`src/rtl/apb_arb_pkg.sv`:
```
// Shared types and constants for the two-port APB arbiter.
// The FSM state encoding and port indices live here so the top and
// any future monitors agree on them.
package apb_arb_pkg;

  // Transfer sequencing states
  typedef enum logic [1:0] {
    IDLE   = 2'd0,
    SETUP  = 2'd1,
    ACCESS = 2'd2,
    RESP   = 2'd3
  } state_e;

  // Requester indices
  localparam logic PORT_IFETCH = 1'b0;
  localparam logic PORT_LSU    = 1'b1;

  // Round-robin pick between the two requesters.
  // When both request, the port that did not win last time is chosen.
  // The result is only meaningful when at least one request is high.
  function automatic logic rr_pick(input logic req0,
                                   input logic req1,
                                   input logic last_grant);
    logic pick;
    if (req0 && req1) begin
      pick = ~last_grant;
    end else if (req1) begin
      pick = PORT_LSU;
    end else begin
      pick = PORT_IFETCH;
    end
    return pick;
  endfunction

endpackage

```
`src/rtl/apb_watchdog.sv`:
```
// ACCESS-phase watchdog. Counts stalled cycles while enabled and flags
// expiry once the count reaches TIMEOUT-1, so the owning FSM spends at
// most TIMEOUT cycles in ACCESS. TIMEOUT=0 removes the counter entirely.
module apb_watchdog #(
  parameter int TIMEOUT  = 256,
  parameter int TO_WIDTH = $clog2(TIMEOUT + 1)
) (
  input  logic pclk,
  input  logic presetn,
  input  logic clear,
  input  logic enable,
  output logic expired
);

  generate
    if (TIMEOUT > 0) begin : g_wd
      localparam logic [TO_WIDTH-1:0] LAST_COUNT = TO_WIDTH'(TIMEOUT - 1);

      logic [TO_WIDTH-1:0] count_reg;

      assign expired = (count_reg == LAST_COUNT);

      // Stall counter: cleared outside ACCESS, saturates at the limit
      always_ff @(posedge pclk or negedge presetn) begin
        if (!presetn) begin
          count_reg <= '0;
        end else if (clear) begin
          count_reg <= '0;
        end else if (enable && !expired) begin
          count_reg <= count_reg + 1'b1;
        end
      end
    end else begin : g_off
      assign expired = 1'b0;
    end
  endgenerate

endmodule

```
`src/rtl/apb_arbiter.sv`:
```
// Two-requester APB master front end. Arbitrates round-robin between the
// instruction-fetch port (m0) and the load/store port (m1), runs the
// SETUP/ACCESS phases on the shared bus and returns a one-cycle done
// pulse with read data and error status to the winning port.
module apb_arbiter
  import apb_arb_pkg::*;
#(
  parameter int ADDR_WIDTH = 32,
  parameter int DATA_WIDTH = 32,
  parameter int TIMEOUT    = 256,
  parameter int TO_WIDTH   = $clog2(TIMEOUT + 1)
) (
  input  logic                  pclk,
  input  logic                  presetn,
  // requester 0: instruction fetch
  input  logic                  m0_req,
  input  logic [ADDR_WIDTH-1:0] m0_addr,
  input  logic [DATA_WIDTH-1:0] m0_wdata,
  input  logic                  m0_write,
  input  logic [3:0]            m0_strb,
  output logic                  m0_done,
  output logic [DATA_WIDTH-1:0] m0_rdata,
  output logic                  m0_err,
  // requester 1: load/store
  input  logic                  m1_req,
  input  logic [ADDR_WIDTH-1:0] m1_addr,
  input  logic [DATA_WIDTH-1:0] m1_wdata,
  input  logic                  m1_write,
  input  logic [3:0]            m1_strb,
  output logic                  m1_done,
  output logic [DATA_WIDTH-1:0] m1_rdata,
  output logic                  m1_err,
  // APB master side
  output logic [ADDR_WIDTH-1:0] paddr,
  output logic [DATA_WIDTH-1:0] pdata,
  output logic                  pwrite,
  output logic [3:0]            pstb,
  output logic                  psel,
  output logic                  penable,
  input  logic [DATA_WIDTH-1:0] prdata,
  input  logic                  pready,
  input  logic                  perr
);

  state_e state_reg;
  logic   grant_reg;
  logic   last_grant_reg;

  logic                  any_req;
  logic                  grant_next;
  logic [ADDR_WIDTH-1:0] sel_addr;
  logic [DATA_WIDTH-1:0] sel_wdata;
  logic                  sel_write;
  logic [3:0]            sel_strb;

  logic                  wd_clear;
  logic                  wd_enable;
  logic                  wd_expired;

  logic                  access_end;
  logic [DATA_WIDTH-1:0] resp_rdata;
  logic                  resp_err;

  assign any_req = m0_req | m1_req;

  // Winner selection and attribute mux for the port that would be granted
  always_comb begin
    grant_next = rr_pick(m0_req, m1_req, last_grant_reg);
    if (grant_next == PORT_LSU) begin
      sel_addr  = m1_addr;
      sel_wdata = m1_wdata;
      sel_write = m1_write;
      sel_strb  = m1_strb;
    end else begin
      sel_addr  = m0_addr;
      sel_wdata = m0_wdata;
      sel_write = m0_write;
      sel_strb  = m0_strb;
    end
  end

  // ACCESS termination: a real pready always beats a simultaneous timeout
  always_comb begin
    access_end = pready | wd_expired;
    if (pready) begin
      resp_rdata = prdata;
      resp_err   = perr;
    end else begin
      resp_rdata = '0;
      resp_err   = 1'b1;
    end
  end

  assign wd_clear  = (state_reg != ACCESS);
  assign wd_enable = (state_reg == ACCESS) && !pready;

  apb_watchdog #(
    .TIMEOUT  (TIMEOUT),
    .TO_WIDTH (TO_WIDTH)
  ) u_watchdog (
    .pclk    (pclk),
    .presetn (presetn),
    .clear   (wd_clear),
    .enable  (wd_enable),
    .expired (wd_expired)
  );

  // Transfer FSM with registered bus and response outputs
  always_ff @(posedge pclk or negedge presetn) begin
    if (!presetn) begin
      state_reg      <= IDLE;
      grant_reg      <= PORT_IFETCH;
      last_grant_reg <= PORT_LSU;
      paddr          <= '0;
      pdata          <= '0;
      pwrite         <= 1'b0;
      pstb           <= '0;
      psel           <= 1'b0;
      penable        <= 1'b0;
      m0_done        <= 1'b0;
      m0_rdata       <= '0;
      m0_err         <= 1'b0;
      m1_done        <= 1'b0;
      m1_rdata       <= '0;
      m1_err         <= 1'b0;
    end else begin
      case (state_reg)
        IDLE: begin
          if (any_req) begin
            grant_reg      <= grant_next;
            last_grant_reg <= grant_next;
            paddr          <= sel_addr;
            pdata          <= sel_wdata;
            pwrite         <= sel_write;
            pstb           <= sel_strb;
            psel           <= 1'b1;
            penable        <= 1'b0;
            state_reg      <= SETUP;
          end
        end

        SETUP: begin
          penable   <= 1'b1;
          state_reg <= ACCESS;
        end

        ACCESS: begin
          if (access_end) begin
            psel      <= 1'b0;
            penable   <= 1'b0;
            state_reg <= RESP;
            if (grant_reg == PORT_LSU) begin
              m1_done  <= 1'b1;
              m1_rdata <= resp_rdata;
              m1_err   <= resp_err;
            end else begin
              m0_done  <= 1'b1;
              m0_rdata <= resp_rdata;
              m0_err   <= resp_err;
            end
          end
        end

        RESP: begin
          m0_done   <= 1'b0;
          m1_done   <= 1'b0;
          state_reg <= IDLE;
        end

        default: begin
          psel      <= 1'b0;
          penable   <= 1'b0;
          m0_done   <= 1'b0;
          m1_done   <= 1'b0;
          state_reg <= IDLE;
        end
      endcase
    end
  end

endmodule
```
`config.mk`:
```
export PLATFORM = sky130hd
export DESIGN_NAME = apb_arbiter
export DESIGN_NICKNAME = d
export VERILOG_FILES = /design/src/rtl/apb_arb_pkg.sv /design/src/rtl/apb_watchdog.sv /design/src/rtl/apb_arbiter.sv
export SDC_FILE = /design/constraint.sdc
export NUM_CORES = 1
export LEC_CHECK = 0
export ABC_CLOCK_PERIOD_IN_PS = 1800
export BUFFER_PORTS_ARGS = -buffer_cell sky130_fd_sc_hd__clkbuf_2
export CAP_MARGIN = 15
export CORE_ASPECT_RATIO = 0.5
export CORE_MARGIN = 4
export CORE_UTILIZATION = 42
export DETAILED_ROUTE_END_ITERATION = 10
export GPL_ROUTABILITY_DRIVEN = 0
export GPL_TIMING_DRIVEN = 0
export PLACE_DENSITY = 0.81
export SLEW_MARGIN = 20
export SYNTH_ARGS = -nofsm -noshare
export SYNTH_HDL_FRONTEND = slang
export SYNTH_SLANG_ARGS = --single-unit
```
`constraint.sdc`:
```
create_clock -name pclk -period 1.8 [get_ports pclk]
set_input_delay 0 -clock pclk [delete_from_list [all_inputs] [get_ports pclk]]
set_output_delay 0 -clock pclk [all_outputs]
set_load 0.02 [all_outputs]
```
After elaboration in Yosys (flattened, before gate mapping):

Cells that the tools add are included.
Widths: inputs -> output; s select.

* flip-flop bits (word level): 152
* input bits: 176
* output and inout bits: 139

* add/subtract/negate cells: 1
* equal/unequal tests: 9
* mux-type cells: 24
* bitwise logic cells: 4
* reduce and logical (&&, ||, !) cells: 18

Operators by type and width (count)
* $mux 32: 3
* $mux 9: 2
* $reduce_and 3->1: 6
* $mux 1: 11
* $ne 2x2->1 const B: 5
* $add 9x1->9 const B: 1
* $eq 9x8->1 const B: 1
* $pmux 2 s4: 1
* $pmux 1 s2: 3
* $reduce_bool 2->1: 3
* $eq 2x2->1 const B: 2
* $mux 2: 2
* $mux 4: 1
* $reduce_and 2->1: 2
* $logic_and 1x1->1: 3
* $pmux 1 s3: 1
* $reduce_bool 3->1: 1
* $eq 2x1->1 const B: 1
* $logic_not 1->1: 2
* $logic_not 2->1: 1
* $not 1->1: 2
* $or 1x1->1: 2

Longest topological paths before layout:

Gate-level depths: netlist of run 1.

* depth in word-level cells: 5
* gate-level depth with buffers: 9
* mapped depth without buffers: 7

Cells and area by module:

From an unflattened synthesis of run 1, not the netlist that was laid out.

* cells, all modules: 617
* area, all modules: 6831.6 um^2

Modules (own cells, without submodules)
* apb_arbiter: times used 1, cells an instance 570, area an instance 6366.1 um^2
* apb_watchdog: times used 1, cells an instance 47, area an instance 465.4 um^2

Worst setup path after synthesis of run 1:

OpenSTA, ideal clock, no wires.

* path type: reg2reg
* from: register u_watchdog.g_wd.count_reg[0]
* to: register u_watchdog.g_wd.count_reg[6]
* data arrival time: 1.866 ns
* required time: 1.720 ns
* setup slack: -0.146 ns
* stages on the path, launching flop included: 9
* path buffers: 1
* path through: dfrtp_1 > ha_1 > nand3_1 > nor2_1 > ha_1 > or2_1 > buf_2 > or4_1 > a21oi_1

* word-level cells in the longest chain between the ends: 4
* elaborated cells on any way between the ends: 7

Ends and longest elaborated chain
* from (decl): RTL line apb_watchdog.sv:19 `logic [TO_WIDTH-1:0] count_reg;`
* from (signal assigned): RTL line apb_watchdog.sv:30 `count_reg <= count_reg + 1'b1;`
* parallel branches: the longest is 4 deep, another holds $add 9x1->9

Several ways; the timed one is not identified. The select of a mux whose other input is x is not followed.
A chain may end at the register's enable or synchronous reset.

Final worst setup path of run 1:

* from: register u_watchdog.g_wd.count_reg[5]
* to: register m0_rdata[16]

* word-level cells in the longest chain between the ends: 3

Ends and longest elaborated chain
* $eq 9x8->1: RTL line apb_watchdog.sv:21 `assign expired = (count_reg == LAST_COUNT);`
* $or 1x1->1: RTL line apb_arbiter.sv:84 `access_end = pready | wd_expired;`
* $reduce_and 3->1 (no source line)
* to (signal assigned): RTL line apb_arbiter.sv:158 `m0_rdata <= resp_rdata;`
* to (decl): RTL line apb_arbiter.sv:22 `output logic [DATA_WIDTH-1:0] m0_rdata,`

No other way between the ends.

==> flow_metrics.py, run 1 <==
metrics = {
    "setup_path": {
        "worstPathArrival_ns": 2.18,
        "crit_buf_inv": 2,
        "path_delay_family": "simple AND/OR/NAND/NOR gates",
        "worstPathCellList": "nand4_1 > nor2_4 > ha_4 > or2_4 > buf_4 > nand2_8 > buf_8 > a32o_1",
        "cp_data_required_time_ns": 2.09,
        "crit_type": "reg -> reg",
        "cp_max_fo": 10,
        "cpMaxStageDelayCell": "dfrtp_1",
        "worstSetupEndpointType": "register",
        "cp_slowest_stage_delay_ns": 0.41,
        "startpoint_type": "register",
    },
    "floorplan": {
        "dieArea_um2": 17580,
        "die_y_um": 95.77,
        "pin_count": 315,
        "fp.dieW_um": 183.5,
        "core_area_um2": 14780,
        "start_util": 0.4379,
        "rows": 31,
    },
    "yosys": {
        "synth_area_leaders": "dfrtp_1, mux2i_1, a32o_1",
        "synth_top_family_by_area": "compound AO/OA/AOI/OAI gates",
        "synth-seq-cells": 152,
        "yosys.area.top_type": "dfrtp_1",
        "synth_cell_types": 33,
        "post_synth_mux_area_share": 0.1133,
        "synth_edf_count": 0,
        "synth.most_common_cell": "dfrtp_1",
        "synth_compound_area_frac": 0.1796,
        "yosys.area_share.simple": 0.06477,
        "async_reset_ff_frac": 1.000,
        "synth_flop_cell": "dfrtp_1",
        "synth-xor-area-share": 0.002707,
        "syn_area_um2": 6471,
        "yosys-top-cells-count": "dfrtp_1, nand2_1, o21ai_0, mux2i_1, a32o_1",
        "seq_area_frac_synth": 0.5880,
        "ys_warn_count": 0,
        "synth_fp_nets": 730,
        "postSynthCellCount": 547,
        "synthAdderAreaFrac": 0.01353,
        "avgSynthCellArea_um2": 11.83,
        "synth_top_area_frac": 0.5839,
    },
    "sta": {
        "worstMarginPinSlew_ns": 0.6260,
        "report.final.hold_viol_count": 4,
        "setup_ws_ns": -0.09226,
        "setup_viol": 35,
        "rsz0062_at_grt": "yes",
        "whs_ns": -0.06915,
        "fmax_mhz": 528.5,
        "max_slew_margin": 0.5826,
        "tns_ns": -2.510,
        "fin_skew_ns": 0.01253,
        "drv_slew": 0,
        "post-route-period-util": 1.051,
        "period_needed_ns": 1.892,
    },
    "pwr": {
        "ir_drop_uv": 780.2,
        "p_per_area_nw_per_um2": 1565,
        "power_leakage_nw": 5.454,
        "power_mw": 17.22,
    },
    "detailed_routing": {
        "ant_nets": 0,
        "drc": 0,
        "routed_wl_mm": 25.27,
        "first_pass_iters": 5,
        "detail_route.iter0.violations": 341,
        "viasPerCell": 5.410,
        "route.vias.total": 6947,
        "routedWlPerCell_um": 19.68,
    },
    "global_route": {
        "antenna_found_initial": 2,
        "grt_pass1_wl_mm": 38.90,
        "grt_util_all_layers": 0.2820,
        "grt-ovfl-total": 0,
        "grt_pass1_vias": 7518,
        "grt_max_degree": 54,
    },
    "status": {
        "status": "finished, violations left",
        "violations": "hold timing, setup timing",
    },
    "placement": {
        "hpwl_mm": 15.09,
        "dp_slack_ns": -0.4143,
        "io_buffers": 313,
    },
    "clocking": {
        "ctsHoldBuffers": 174,
        "clk_pin_slew_ns": 0.07,
        "clockBufferDepth": 2,
        "cts_buffers": 17,
        "htreeDepth": 4,
        "cts_tree": "built",
        "clock_sinks": 152,
        "root_buffer": "clkbuf_16",
        "insertion_delay_ns": 0.41,
    },
    "cells_and_area": {
        "drive_gt1_frac": 0.3917,
        "syn_to_final_growth_pct": 69.99,
        "nets": 1250,
    },
    "min_path": {
        "hold_path_class": "in -> reg",
    },
    "flow_run": {
        "drv_cap": 0,
    },
}
==> report_power, final <==
group | leakage (nW) | internal, mW | switching [mW] | total (mW)
clock | 0.291 | 1.90 | 1.64 | 3.54
sequential | 1.90 | 4.96 | 0.936 | 5.90
combinational | 3.26 | 2.99 | 4.80 | 7.78
==> worst min-delay path: stages <==
cell and delay, ns:
buf_6 0.10, nor2_4 0.07, nand2_1 0.07, a21oi_1 0.06
==> layout make-up <==
cell class | instances | area [um2]
antenna | 6 | 15.01
buffer | 46 | 301.5
clock buffer | 18 | 439.2
clock inverter | 14 | 145.1
fill | 981 | 3777
inverter | 5 | 18.77
multi-input combinational | 343 | 2557
sequential | 152 | 3806
tap | 198 | 247.7
timing repair buffer | 502 | 3470
==> repair_timing <==
action                                  CTS  global route
endpoints found under the setup margin  139            96
endpoints found under the hold margin   241             4
gates resized for setup                  21            48
pin swaps                                 1             6
buffers inserted                          5             8
==> stage by stage <==
stage	cells	hold WS [ns]	area, um2	util
2_1_floorplan	547	-0.2956	6476	-
3_3_place_gp	1058	0.1972	8290	0.5610
3_5_place_dp	1060	-0.01585	8354	0.5653
4_1_cts	1270	-0.07567	10780	0.7296
5_1_grt	1280	-0.06119	10990	0.7437
6_report	1284	-0.06915	11000	0.7444
==> per-layer routing <==
metal / track usage / share of wire / vias to the layer above
met5: 0 / 0 / -
met4: 0.1667 / 0.047 / 0
met3: 0.05965 / 0.064 / 106
met2: 0.5024 / 0.52 / 388
met1: 0.3190 / 0.37 / 3383
li1: - / - / 3070
==> cell families after synthesis <==
| logic type | Yosys count |
|---|---|
| mux | 73 |
| compound gates | 162 |
| simple gates | 99 |
| buf+inv | 52 |
| fa+ha+maj | 7 |
| flops | 152 |
| xor+xnor | 2 |
==> path summary, 6_finish.rpt <==
path	start	end	slack, ns	cells after the start
min reg2reg	pdata[4]$_DFFE_PN0P_	pdata[4]$_DFFE_PN0P_	0.49	2
min	pready	u_watchdog.g_wd.count_reg[1]$_DFFE_PN0P_	-0.07	4
max reg2reg	u_watchdog.g_wd.count_reg[5]$_DFFE_PN0P_	m0_rdata[16]$_DFFE_PN0P_	-0.09	8
max in group asynchronous	presetn	state_reg[1]$_DFFE_PN0P_	0.81	4
max	u_watchdog.g_wd.count_reg[5]$_DFFE_PN0P_	m0_rdata[16]$_DFFE_PN0P_	-0.09	8
min in group asynchronous	presetn	pdata[2]$_DFFE_PN0P_	0.09	2
==> placed cells by master (no fill, tap or decap), drive strengths merged, types with 2 or more instances in the layout <==
cell type / n
a211oi: 2
a21oi: 12
a32o: 65
buf: 39
clkbuf: 353
clkinv: 3
dfrtp: 151
diode: 6
dlygate4sd3: 174
ha: 7
inv: 16
mux2: 2
mux2i: 71
nand2: 75
nand3: 3
nor2: 7
nor2b: 3
nor3b: 2
o21ai: 75
o31ai: 3
or3: 3
or4: 3
xnor2: 2
Power figures use the tool's default switching activity.
==> run 2: changes to the inputs <==
HOLD_SLACK_MARGIN = 0.12   (was not set)
REMOVE_ABC_BUFFERS = 1   (was not set)
SKIP_LAST_GASP = 1   (was not set)
==> run 2 against run 1 <==
The flow finishes with violations (setup timing); design area increased by 2.9%; register-to-register slack got worse by 0.04 ns; sequential share of layout area decreased by 0.96 points; critical endpoint is now m1_rdata[19]$_DFFE_PN0P_.
==> flow_metrics.py, run 2 (synthesis gave the netlist of run 1 again) <==
metrics = {
    "setup_path": {
        "crit_type": "reg -> reg",
        "r2r_cells": 9,
        "cp_data_required_time_ns": 2.10,
        "rr_endpoint": "m1_rdata[19]$_DFFE_PN0P_",
        "reg2reg_from": "u_watchdog.g_wd.count_reg[0]$_DFFE_PN0P_",
        "startpoint_type": "register",
        "cp_max_fo": 8,
        "worstSetupEndpointType": "register",
        "worstPathArrival_ns": 2.23,
        "r2r_slack_ns": -0.13,
    },
    "pwr": {
        "pwr-share-clk": 0.204,
        "power_leakage_nw": 5.523,
        "switching_share": 0.4290,
        "p_switching_mw": 7.804,
        "p_seq_frac": 0.330,
        "p_int_mw": 10.39,
        "ir_drop_uv": 989.0,
        "p_comb_frac": 0.466,
        "p_per_area_nw_per_um2": 1608,
    },
    "sta": {
        "period_needed_ns": 1.930,
        "worstMarginPinSlew_ns": 0.7725,
        "fin_skew_ns": 0.01507,
        "max_slew_margin": 0.4850,
        "post-route-period-util": 1.072,
        "setup_ws_ns": -0.1304,
        "rsz0062_at_grt": "yes",
        "report.final.hold_viol_count": 0,
        "fmax_mhz": 518.0,
        "setup_viol": 76,
        "drv_slew": 0,
    },
    "floorplan": {
        "rows": 31,
        "pin_count": 315,
        "core_area_um2": 14780,
        "dieArea_um2": 17580,
        "start_util": 0.4379,
        "fp.dieW_um": 183.5,
        "die_y_um": 95.77,
    },
    "detailed_routing": {
        "ant_nets": 0,
        "routed_wl_mm": 27.08,
        "first_pass_iters": 6,
        "route.vias.total": 7101,
        "routedWlPerCell_um": 21.27,
        "drc": 0,
        "detail_route.iter0.violations": 444,
        "viasPerCell": 5.578,
    },
    "global_route": {
        "top_usage_layer": "met2",
        "grt_max_degree": 89,
        "use_met2": 0.5067,
        "grt_pass1_wl_mm": 38.72,
        "grtUsageMet3": 0.07210,
        "grt_util_all_layers": 0.2822,
        "grt-ovfl-total": 0,
        "antenna_found_initial": 0,
        "met1_usage": 0.3002,
        "grt_pass1_vias": 7462,
    },
    "clocking": {
        "clock_sinks": 152,
        "clk_pin_slew_ns": 0.07,
        "cts_buffers": 17,
        "insertion_delay_ns": 0.42,
        "clockBufferDepth": 2,
        "root_buffer": "clkbuf_16",
        "cts_tree": "built",
        "htreeDepth": 4,
    },
    "cells_and_area": {
        "fin_area_um2": 11310,
        "syn_to_final_growth_pct": 74.85,
        "final_cell_mix": "clkbuf_2, dlygate4sd3_1, dfrtp_1, nand2_1, mux2i_1",
        "nets": 1241,
        "final_core_util": 0.7656,
        "drive_gt1_frac": 0.3959,
        "mostFrequentLayoutCell": "clkbuf_2",
    },
    "status": {
        "status": "finished, violations left",
        "violations": "setup timing",
    },
    "placement": {
        "post_dp_cell_area_um2": 8358,
        "dp_slack_ns": -0.9711,
        "io_buffers": 314,
        "hpwl_mm": 13.26,
    },
    "flow_run": {
        "drv_cap": 0,
    },
    "min_path": {
        "hold_path_class": "in -> async",
    },
}
==> run 2: changes by cell type in the layout (fill, tap and decap cells not counted), moves of 4 or more <==
cell / previous run / this run
buf_12: 0 / 6
buf_16: 2 / 8
buf_2: 12 / 0
buf_4: 15 / 22
buf_6: 8 / 4
clkbuf_1: 11 / 0
clkbuf_2: 319 / 312
nand2_8: 1 / 8
o21ai_0: 74 / 70
==> run 2: power by group through the flow <==
stage	sequential, mW	clock (mW)	combinational [mW]
global placement	5.86	0	6.55
global route	6.12	3.91	8.99
finish	6.00	3.72	8.48
detailed placement	5.89	0	7.15
floorplan	7.55	0	2.40
CTS	5.86	3.74	7.72
==> run 2: per-layer routing <==
metal,vias to the layer above,part of all wire
met5,-,0
met4,0,0.066
met3,157,0.072
met2,429,0.51
met1,3452,0.35
li1,3063,-
==> run 2: worst max-delay path, cell delays in order, from the launching register on <==
cell and delay, ns:
dfrtp_1 0.40, ha_2 0.21, nand3_2 0.09, nor2_4 0.14, ha_4 0.19, or2_4 0.17, buf_12 0.19, buf_12 0.12
nand2_8 0.07, a32o_1 0.22
==> run 2: timing repair <==
action / in CTS / in global routing
endpoints found under the hold margin: 250 / 13
endpoints found under the setup margin: 103 / 111
gates cloned: 3 / 8
pin swaps: 8 / 14
resized for setup: 11 / 31
setup buffers: 12 / 18
hold buffers: 175 / 13
==> run 2: area by class of cell <==
type / instances / area, um2
Inverter: 5 / 18.77
Tap cell: 198 / 247.7
Antenna cell: 4 / 10.01
Sequential cell: 152 / 3806
Clock buffer: 17 / 425.4
Timing Repair Buffer: 530 / 3910
Multi-Input combinational cell: 352 / 2720
Clock inverter: 15 / 176.4
Fill cell: 838 / 3463
==> run 2: through the flow <==
stage	TNS, ns	total power [mW]	std cells	hold WS, ns
5_1_grt	-10.13	19.02	1269	0.2134
6_report	-5.431	18.19	1273	0.1533
3_3_place_gp	-1025.47	12.41	1012	0.1933
3_5_place_dp	-56.37	13.04	1021	0.04071
2_1_floorplan	-558.61	9.958	500	-0.2956
4_1_cts	-1.192	17.32	1243	0.1642
==> run 2: worst max path at each step <==
stage | cells past startpoint | end | startpoint
detailed placement | 5 | m1_rdata[13]$_DFFE_PN0P_ | state_reg[0]$_DFFE_PN0P_
global route | 8 | m1_rdata[29]$_DFFE_PN0P_ | u_watchdog.g_wd.count_reg[3]$_DFFE_PN0P_
global placement | 3 | pdata[13]$_DFFE_PN0P_ | last_grant_reg$_DFFE_PN1P_
floorplan | 3 | paddr[0]$_DFFE_PN0P_ | last_grant_reg$_DFFE_PN1P_
finish | 9 | m1_rdata[19]$_DFFE_PN0P_ | u_watchdog.g_wd.count_reg[0]$_DFFE_PN0P_
CTS | 7 | u_watchdog.g_wd.count_reg[7]$_DFFE_PN0P_ | u_watchdog.g_wd.count_reg[1]$_DFFE_PN0P_
